## src/rtl/wd_supervisor.sv

```systemverilog
// Watchdog supervisor: arms/disarms a shared watchdog_timer, holds off monitoring for a
// grace period, and issues one heartbeat per round once every masked source has kicked.
module wd_supervisor #(
    parameter int NUM_SRC      = 4,
    parameter int GRACE_CYCLES = 1024,
    parameter int CNT_W        = 16
) (
    input  logic               clk,
    input  logic               rstn,
    input  logic               arm,
    input  logic               disarm,
    input  logic               clear,
    input  logic               force_req,
    input  logic [NUM_SRC-1:0] src_mask,
    input  logic [NUM_SRC-1:0] src_kick,
    input  logic               wd_warning,
    input  logic               wd_triggered,
    output logic               wd_enable,
    output logic               wd_heartbeat,
    output logic               wd_force_reset,
    output logic [1:0]         state,
    output logic [NUM_SRC-1:0] missing,
    output logic               fault,
    output logic [CNT_W-1:0]   round_cnt
);

    localparam int GW = (GRACE_CYCLES > 1) ? $clog2(GRACE_CYCLES) : 1;

    typedef enum logic [1:0] {
        S_IDLE  = 2'd0,
        S_GRACE = 2'd1,
        S_ARMED = 2'd2,
        S_TRIP  = 2'd3
    } state_e;

    state_e             state_q, state_d;
    logic [NUM_SRC-1:0] mask_q, mask_d;
    logic [NUM_SRC-1:0] pend_q, pend_d;
    logic [NUM_SRC-1:0] miss_q, miss_d;
    logic [GW-1:0]      grace_q, grace_d;
    logic [CNT_W-1:0]   round_q, round_d;
    logic               en_q, en_d;
    logic               hb_q, hb_d;
    logic               fr_q, fr_d;
    logic               fault_q, fault_d;
    logic               warn_prev_q, force_prev_q;
    logic [NUM_SRC-1:0] nxt;
    logic               warn_rise, force_rise;

    assign nxt        = pend_q & ~(src_kick & mask_q);
    assign warn_rise  = wd_warning & ~warn_prev_q;
    assign force_rise = force_req & ~force_prev_q;

    always_comb begin
        state_d = state_q;
        mask_d  = mask_q;
        pend_d  = pend_q;
        miss_d  = miss_q;
        grace_d = grace_q;
        round_d = round_q;
        hb_d    = 1'b0;
        fr_d    = 1'b0;

        // Snapshot of who was still outstanding when the timer started warning.
        if (state_q == S_ARMED && warn_rise)
            miss_d = pend_q;

        case (state_q)
            S_IDLE: begin
                if (arm && !disarm && (src_mask != '0)) begin
                    state_d = S_GRACE;
                    mask_d  = src_mask;
                    grace_d = GW'(GRACE_CYCLES - 1);
                    round_d = '0;
                    hb_d    = 1'b1;
                end
            end
            S_GRACE, S_ARMED: begin
                if (wd_triggered) begin
                    state_d = S_TRIP;
                end else if (disarm) begin
                    state_d = S_IDLE;
                end else begin
                    fr_d = force_rise;
                    if (state_q == S_GRACE) begin
                        if (grace_q == '0) begin
                            state_d = S_ARMED;
                            pend_d  = mask_q;
                        end else begin
                            grace_d = grace_q - 1'b1;
                        end
                    end else if (nxt == '0) begin
                        pend_d = mask_q;
                        hb_d   = 1'b1;
                        if (round_q != '1)
                            round_d = round_q + 1'b1;
                    end else begin
                        pend_d = nxt;
                    end
                end
            end
            S_TRIP: begin
                if (clear)
                    state_d = S_IDLE;
            end
            default: state_d = S_IDLE;
        endcase

        if (state_d == S_IDLE && state_q != S_IDLE) begin
            pend_d = '0;
            miss_d = '0;
        end

        en_d    = (state_d != S_IDLE);
        fault_d = (state_d == S_TRIP);
    end

    always_ff @(posedge clk or negedge rstn) begin
        if (!rstn) begin
            state_q      <= S_IDLE;
            mask_q       <= '0;
            pend_q       <= '0;
            miss_q       <= '0;
            grace_q      <= '0;
            round_q      <= '0;
            en_q         <= 1'b0;
            hb_q         <= 1'b0;
            fr_q         <= 1'b0;
            fault_q      <= 1'b0;
            warn_prev_q  <= 1'b0;
            force_prev_q <= 1'b0;
        end else begin
            state_q      <= state_d;
            mask_q       <= mask_d;
            pend_q       <= pend_d;
            miss_q       <= miss_d;
            grace_q      <= grace_d;
            round_q      <= round_d;
            en_q         <= en_d;
            hb_q         <= hb_d;
            fr_q         <= fr_d;
            fault_q      <= fault_d;
            warn_prev_q  <= wd_warning;
            force_prev_q <= force_req;
        end
    end

    assign state          = state_q;
    assign wd_enable      = en_q;
    assign wd_heartbeat   = hb_q;
    assign wd_force_reset = fr_q;
    assign missing        = miss_q;
    assign fault          = fault_q;
    assign round_cnt      = round_q;

endmodule

```

## config.mk

```make
export PLATFORM = sky130hd
export DESIGN_NAME = wd_supervisor
export DESIGN_NICKNAME = d
export VERILOG_FILES = /design/src/rtl/wd_supervisor.sv
export SDC_FILE = /design/constraint.sdc
export NUM_CORES = 1
export LEC_CHECK = 0
export CORE_ASPECT_RATIO = 1.1
export CORE_MARGIN = 3
export CORE_UTILIZATION = 53
export DETAILED_ROUTE_END_ITERATION = 8
export PLACE_DENSITY = 0.85
export SETUP_SLACK_MARGIN = 0.02
export SYNTH_ARGS = -nofsm -noshare
export SYNTH_HDL_FRONTEND = slang
export SYNTH_SLANG_ARGS = --single-unit
```

## constraint.sdc

```tcl
create_clock -name clk -period 2.68 [get_ports clk]
set_clock_uncertainty 0.2 [all_clocks]
set_input_delay 0.804 -clock clk [delete_from_list [all_inputs] [get_ports clk]]
set_output_delay 0.804 -clock clk [all_outputs]
set_load 0.02 [all_outputs]
```

After elaboration in Yosys (flattened, before gate mapping)
Index checks and enable logic that the tools add are counted.
{"block": "op_classes", "add_sub_neg": 2, "eq_ne": 16, "muxes": 38, "n_bitwise": 7, "n_reduce_logical": 20}
{"op": "2-to-1 mux 16 bit", "n": 6}
{"op": "2-to-1 mux 10 bit", "n": 5}
{"op": "2-to-1 mux 4 bit", "n": 9}
{"op": "case mux 16 bit (2 select lines)", "n": 1}
{"op": "case mux 10 bit (2 select lines)", "n": 1}
{"op": "adder 16 x 1 -> 16 bit, second input constant", "n": 1}
{"op": "inequality test 16 bit, second input constant", "n": 1}
{"op": "inequality test 2 bit, second input constant", "n": 8}
{"op": "2-to-1 mux 2 bit", "n": 6}
{"op": "logical NOT 10 bit", "n": 1}
{"op": "nonzero test 2 bit", "n": 5}
{"op": "subtractor 10 x 1 -> 10 bit, second input constant", "n": 1}
{"op": "bitwise AND 4 bit", "n": 2}
{"op": "2-to-1 mux 1 bit", "n": 8}
{"op": "AND reduction 7 bit", "n": 1}
{"op": "== test 2 bit, second input constant", "n": 3}
{"op": "case mux 2 bit (3 select lines)", "n": 1}
{"op": "AND reduction 6 bit", "n": 1}
{"op": "logical AND 1 bit", "n": 4}
{"op": "logical NOT 2 bit", "n": 2}
{"op": "logical NOT 4 bit", "n": 1}
{"op": "inequality test 2 x 1 -> 1 bit, second input constant", "n": 2}
{"op": "inverter 4 bit", "n": 1}
{"op": "AND reduction 4 bit", "n": 1}
{"op": "other kinds (9)", "n": 11}
{"block": "totals", "register_bits": 46, "in_bits": 16}

Longest topological paths before layout
Gate-level depths: netlist of run 1.
{"block": "depth", "word_depth": 10, "ltp_mapped": 8}

Worst setup path after synthesis of run 1
OpenSTA, ideal clock, no wires.
{"block": "synth_timing", "kind": "input to register", "startpoint": "in src_kick[0]", "endpoint": "reg round_q[13], in the netlist round_cnt[13]", "t_arrival_ps": 2469, "t_required_ps": 2402, "setup_slack_ps": -67, "path_stages": 6, "cell_sequence": "a21boi_0 -> or4_4 -> o31a_1 -> buf_6 -> or4_1 -> a21oi_1"}
{"block": "synth_via", "elab_chain_len": 6}
{"item": "start: declaration", "line_no": "15", "text": "input logic [NUM_SRC-1:0] src_kick,"}
{"item": "bitwise AND 4 bit", "line_no": "50", "text": "assign nxt = pend_q & ~(src_kick & mask_q);"}
{"item": "inverter 4 bit", "line_no": "50"}
{"item": "bitwise AND 4 bit", "line_no": "50"}
{"item": "logical NOT 4 bit", "line_no": "92", "text": "end else if (nxt == '0) begin"}
{"item": "inequality test 2 bit (no source line)"}
{"item": "AND reduction 7 bit (no source line)"}
{"item": "end signal: assignment", "line_no": "138", "text": "round_q <= round_d;"}
{"item": "end: declaration", "line_no": "41", "text": "logic [CNT_W-1:0] round_q, round_d;"}
Every way passes these cells.
A chain may end at the register's enable or synchronous reset.

Worst setup path in the final report of run 1
{"block": "layout_timing", "startpoint": "in src_kick[3]", "endpoint": "reg round_q[11], in the netlist round_cnt[11]"}
Same word-level chain as after synthesis.

==> impl_metrics.yaml, run 1 <==
run_status:
  outcome: "finished clean"
power_and_ir_drop:
  finalPower_mw: 2.82
  peakVddDrop_v: 0.000669
  powerDensity_nw_per_um2: 842
  seq_power_share_pct: 33.5
  clkPwrFrac_pct: 15.6
  pwr-share-comb_pct: 50.9
  p_leak_nw: 1.40
  swShare_pct: 39.1
  p_sw_mw: 1.10
  internal_power_mw: 1.72
place:
  place_area_sq_um: 3140
  dp.cells: 374
  dp_hpwl_um: 4670
  gp_congestion: 0.851
  io_buffer_count: 41
synthesis:
  synth.top_cells.by_count: "dfrtp_1 (46), a21oi_1 (21), nor2_1 (21)"
  synth_top_family_by_area: "simple AND/OR/NAND/NOR gates"
  yosysWarnings: 0
  synth_seq_cells: 46
  synthXorXnorAreaFrac_pct: 0.717
  synthAdderAreaFrac_pct: 3.07
  synthArstFlopShare_pct: 100
  synth_area_leaders: "dfrtp_1 (47%), a21oi_1 (4.3%), o21ai_0 (3.3%), nor2_1 (3.2%), ha_1 (3.1%)"
  syn_nets: 275
  synth_top_area_share_pct: 47.1
  syn-instance-count: 253
  ys_seq_area_share_pct: 47.1
  ys.flop_type: "dfrtp_1"
  synth_most_common_cell: "dfrtp_1"
  synth.largest_area_cell: "dfrtp_1"
  synthSimpleGateAreaFrac_pct: 24.8
  avgSynthCellArea_sq_um: 9.66
  synth_edf_count: 0
  synth_compound_area_share_pct: 17.2
  yosysUniqueCellTypes: 49
  syn-cell-area_sq_um: 2440
  synthMuxAreaShare_pct: 4.30
grt:
  gr-usage-all-layers_pct: 25.8
  met1_usage_pct: 31.5
  antenna_found_initial: 0
  overflow: 0
  met3_usage_pct: 5.64
  grt_pass1_vias: 2459
  grt_pass1_wl_um: 11400
  grt_max_degree: 47
  grt.busiest_layer: "met2"
  grt_util_met2_pct: 42.9
setup_path:
  r2r_setup_slack_ps: 150
  rr_endpoint: "round_cnt[6]$_DFFE_PN0P_"
  reg2reg_from: "state[0]$_DFF_PN0_"
  crit_arrival_ps: 2640
  startpoint_type: "input pin"
  ff2ff_path_depth: 8
  cp_max_fo: 4
  critPathTopFamily: "simple AND/OR/NAND/NOR gates"
  cp-end-kind: "register"
  worstPathRequired_ps: 2720
  crit_buf_inv: 2
  critPathMaxStageDelay_ps: 510
  worstSetupEndpoint: "round_cnt[11]$_DFFE_PN0P_"
  worstSetupStartpoint: "src_kick[3]"
  cpMaxStageDelayCell: "or4_4"
  path_common_cell: "or4_4"
  path_class: "in -> reg"
  critical_path_depth: 7
  crit_chain: "clkdlybuf4s15_2, a21boi_2, or4_4, o31a_1, buf_6, or4_4, a21oi_2"
route:
  drc: 0
  drt_iter0_drc: 257
  num_vias: 2420
  finalWirelength_um: 6820
  viasPerCell: 6.25
  wire_per_inst_um: 17.6
  detail-route-antenna-nets: 0
  drt-pass1-iter-count: 5
min_path:
  hold_depth: 1
  hp-class: "reg -> reg"
cells_and_area:
  n_antenna_cell: 0
  final_cell_area_sq_um: 3350
  final_cells: 387
  synthToLayoutAreaGrowth_pct: 37.2
  fin_nets: 354
  layout-drive-gt1-share_pct: 23.1
  final_core_util_pct: 76.5
clock_tree:
  cts_tree: "built"
  clock_path_buffers: 2
  htree_levels: 2
  cts_hold_buffers: 0
  numCtsBuffers: 5
  root_buffer: "clkbuf_8"
  cts.sinks: 46
  clk_pin_slew_ps: 80
  worstSkewPairLatency_ps: 300
die:
  fp.dieArea_sq_um: 5460
  core-area_sq_um: 4380
  die_x_um: 70.7
  start_util_pct: 55.8
  rows: 25
  io_pins: 42
  die_h_um: 77.2
timing:
  period_needed_ps: 2610
  setup_tns_ps: 0
  slew_headroom_pct: 61.5
  drv_slew: 0
  period_share_pct: 97.3
  fmax_mhz: 384
  setup_viol: 0
  tightest_slew_ps: 573
  hold_viol_final: 0
job:
  drv_cap: 0
[repair_timing]
action	in CTS	in global routing
pin swaps	18	2
setup buffers	4	1
setup endpoints to repair	17	16
gates resized for setup	31	8
[stage by stage]
| step | hold WS, ps | worst slack, ps |
|---|---|---|
| floorplan | 182 | 7.67 |
| global placement | 188 | -501 |
| detailed placement | 225 | -556 |
| CTS | 247 | 21.9 |
| global route | 252 | -30.3 |
| finish | 235 | 72.6 |
[area by class of cell]
type	instances	area, sq um
timing repair buffer	79	694
clock inverter	1	5.00
tap	54	67.6
multi-input combinational	191	1310
fill	302	1030
inverter	9	33.8
sequential	46	1150
clock buffer	7	86.3
[cells in the final DEF (no fill, tap or decap), drive strengths merged, types with 7 or more instances in the layout]
| cell type | netlist | layout |
|---|---|---|
| or3 | 12 | 12 |
| clkdlybuf4s50 | 0 | 34 |
| dfrtp | 46 | 46 |
| nand2 | 13 | 13 |
| inv | 9 | 9 |
| nor2 | 21 | 21 |
| nand3 | 7 | 7 |
| o21ai | 17 | 17 |
| a21oi | 21 | 21 |
| clkbuf | 6 | 7 |
| nand4 | 8 | 8 |
| buf | 1 | 41 |
| a211oi | 7 | 7 |
| or4 | 10 | 10 |
[power by group through the flow]
stage / combinational, mW / clock, mW / sequential, mW
after global routing: 1.55 / 0.471 / 0.965
after global placement: 1.19 / 0 / 0.938
after detailed placement: 1.22 / 0 / 0.948
after floorplan: 0.636 / 0 / 0.982
after CTS: 1.35 / 0.446 / 0.940
final: 1.44 / 0.440 / 0.946
[state kept, by name, indices dropped and copies added, names as in the netlist]
signal          cells
warn_prev_q         1
force_prev_q        1
wd_enable           1
pend_q              4
wd_force_reset      1
missing             4
grace_q            10
state               2
round_cnt          16
fault               1
wd_heartbeat        1
mask_q              4
[kinds of logic (layout without fill, tap and decap cells)]
| kind of cell | Yosys count | count (layout) |
|---|---|---|
| fa+ha+maj | 6 | 6 |
| xor+xnor | 2 | 2 |
| simple gates | 106 | 106 |
| compound gates | 67 | 67 |
| flops | 46 | 46 |
| buf+inv | 16 | 96 |
| mux | 10 | 10 |
[layer usage]
| metal | share of wire (%) | vias up |
|---|---|---|
| met4 | 4.2 | 0 |
| li1 | - | 1099 |
| met5 | 0 | - |
| met3 | 5.7 | 32 |
| met2 | 51 | 108 |
| met1 | 40 | 1181 |
[how the worst min path moves through the flow]
stage / startpoint / endpoint / slack (ps)
finish: force_prev_q$_DFF_PN0_ / wd_force_reset$_DFF_PN0_ / 240
global route: force_prev_q$_DFF_PN0_ / wd_force_reset$_DFF_PN0_ / 250
CTS: force_prev_q$_DFF_PN0_ / wd_force_reset$_DFF_PN0_ / 250
global placement: force_prev_q$_DFF_PN0_ / wd_force_reset$_DFF_PN0_ / 190
detailed placement: force_prev_q$_DFF_PN0_ / wd_force_reset$_DFF_PN0_ / 220
floorplan: force_prev_q$_DFF_PN0_ / wd_force_reset$_DFF_PN0_ / 180
No activity file was read; power rests on OpenSTA's default activity.
==> inputs of run 2 (changes only) <==
- MAX_ROUTING_LAYER: default -> met4
==> impl_metrics.yaml, run 2 (synthesis results as in run 1) <==
run_status:
  outcome: "finished clean"
setup_path:
  worstPathRequired_ps: 2710
  cpMaxStageDelayCell: "or4_4"
  path_class: "in -> reg"
  crit_chain: "clkdlybuf4s15_2, a21boi_2, or4_4, o31a_1, buf_6, or4_4, a21oi_2"
  crit_arrival_ps: 2640
  cp_max_fo: 4
  critical_path_depth: 7
  critPathMaxStageDelay_ps: 510
  cp-end-kind: "register"
  path_common_cell: "or4_4"
  critPathTopFamily: "simple AND/OR/NAND/NOR gates"
  ff2ff_path_depth: 8
  crit_buf_inv: 2
  startpoint_type: "input pin"
cells_and_area:
  mostFrequentLayoutCells: "dfrtp_1 (46), buf_4 (35), clkdlybuf4s50_1 (34)"
  n_antenna_cell: 0
  layout_commonest_cell: "dfrtp_1"
  final_core_util_pct: 76.5
  final_cell_area_sq_um: 3350
  largest_reg_flops: 16
  layout-drive-gt1-share_pct: 23.1
  synthToLayoutAreaGrowth_pct: 37.2
  fin_nets: 354
power_and_ir_drop:
  p_leak_nw: 1.40
  peakVddDrop_v: 0.000664
  finalPower_mw: 2.82
  powerDensity_nw_per_um2: 841
grt:
  grt_max_degree: 47
  grt_pass1_wl_um: 11400
  overflow: 0
  antenna_found_initial: 0
  grt_pass1_vias: 2449
  gr-usage-all-layers_pct: 26.5
route:
  finalWirelength_um: 6850
  drt-pass1-iter-count: 4
  drc: 0
  num_vias: 2434
  wire_per_inst_um: 17.7
  viasPerCell: 6.29
  detail-route-antenna-nets: 0
  drt_iter0_drc: 248
clock_tree:
  numCtsBuffers: 5
  cts.sinks: 46
  worstSkewPairLatency_ps: 300
  cts_tree: "built"
  cts_hold_buffers: 0
  htree_levels: 2
  clock_path_buffers: 2
  clk_pin_slew_ps: 80
  root_buffer: "clkbuf_8"
timing:
  setup_viol: 0
  period_share_pct: 97.4
  fmax_mhz: 383
  slew_headroom_pct: 61.4
  period_needed_ps: 2610
  drv_slew: 0
  tightest_slew_ps: 579
  hold_viol_final: 0
die:
  rows: 25
  start_util_pct: 55.8
  die_x_um: 70.7
  die_h_um: 77.2
  io_pins: 42
  core-area_sq_um: 4380
  fp.dieArea_sq_um: 5460
place:
  dp_hpwl_um: 4670
  gp_congestion: 0.865
  place_area_sq_um: 3140
  io_buffer_count: 41
min_path:
  hold_depth: 1
  hp-class: "reg -> reg"
job:
  drv_cap: 0
==> run 2: cell counts in the layout (fill, tap and decap cells not counted) <==
Identical to the previous run, type by type.
==> run 2: routing by layer <==
| metal | share of wire, % | vias to the layer above | GRT usage (%) |
|---|---|---|---|
| met1 | 40 | 1183 | 31.8 |
| met3 | 5.4 | 34 | 5.24 |
| met4 | 4.3 | 0 | 12.2 |
| met5 | 0 | - | - |
| met2 | 50 | 112 | 42.8 |
| li1 | - | 1105 | - |
==> run 2: layout make-up <==
class,instances,area [sq um]
repair buffers,79,694
clock buffers,7,86.3
flip-flops and latches,46,1150
fillers,302,1030
well taps,54,67.6
inverters,9,33.8
multi-input cells,191,1310
clock inverters,1,5.00
==> run 2: power by group <==
group	switching (mW)	internal, mW
logic	0.746	0.687
clock network	0.233	0.208
registers	0.123	0.824
==> run 2: path summary, 6_finish.rpt <==
check | start | to | slack, ps
min | force_prev_q$_DFF_PN0_ | wd_force_reset$_DFF_PN0_ | 240
max | src_kick[3] | round_cnt[11]$_DFFE_PN0P_ | 70
min in group asynchronous | rstn | round_cnt[5]$_DFFE_PN0P_ | 370
min reg2reg | force_prev_q$_DFF_PN0_ | wd_force_reset$_DFF_PN0_ | 240
max reg2reg | state[0]$_DFF_PN0_ | round_cnt[6]$_DFFE_PN0P_ | 140
max in group asynchronous | rstn | grace_q[8]$_DFFE_PN0P_ | 1510
==> run 2: metrics by stage <==
stage	cells	hold slack [ps]	setup TNS, ps	setup slack (ps)
global route	387	252	-44.3	-30.3
finish	387	236	0	69.3
CTS	386	247	0	21.9
global placement	374	188	-10800	-501
floorplan	253	182	0	7.67
detailed placement	374	225	-12500	-556
==> run 2: timing repair <==
action	in CTS	in global routing
pin swaps	18	2
endpoints found under the setup margin	17	16
gates resized for setup	31	8
setup buffers	4	1
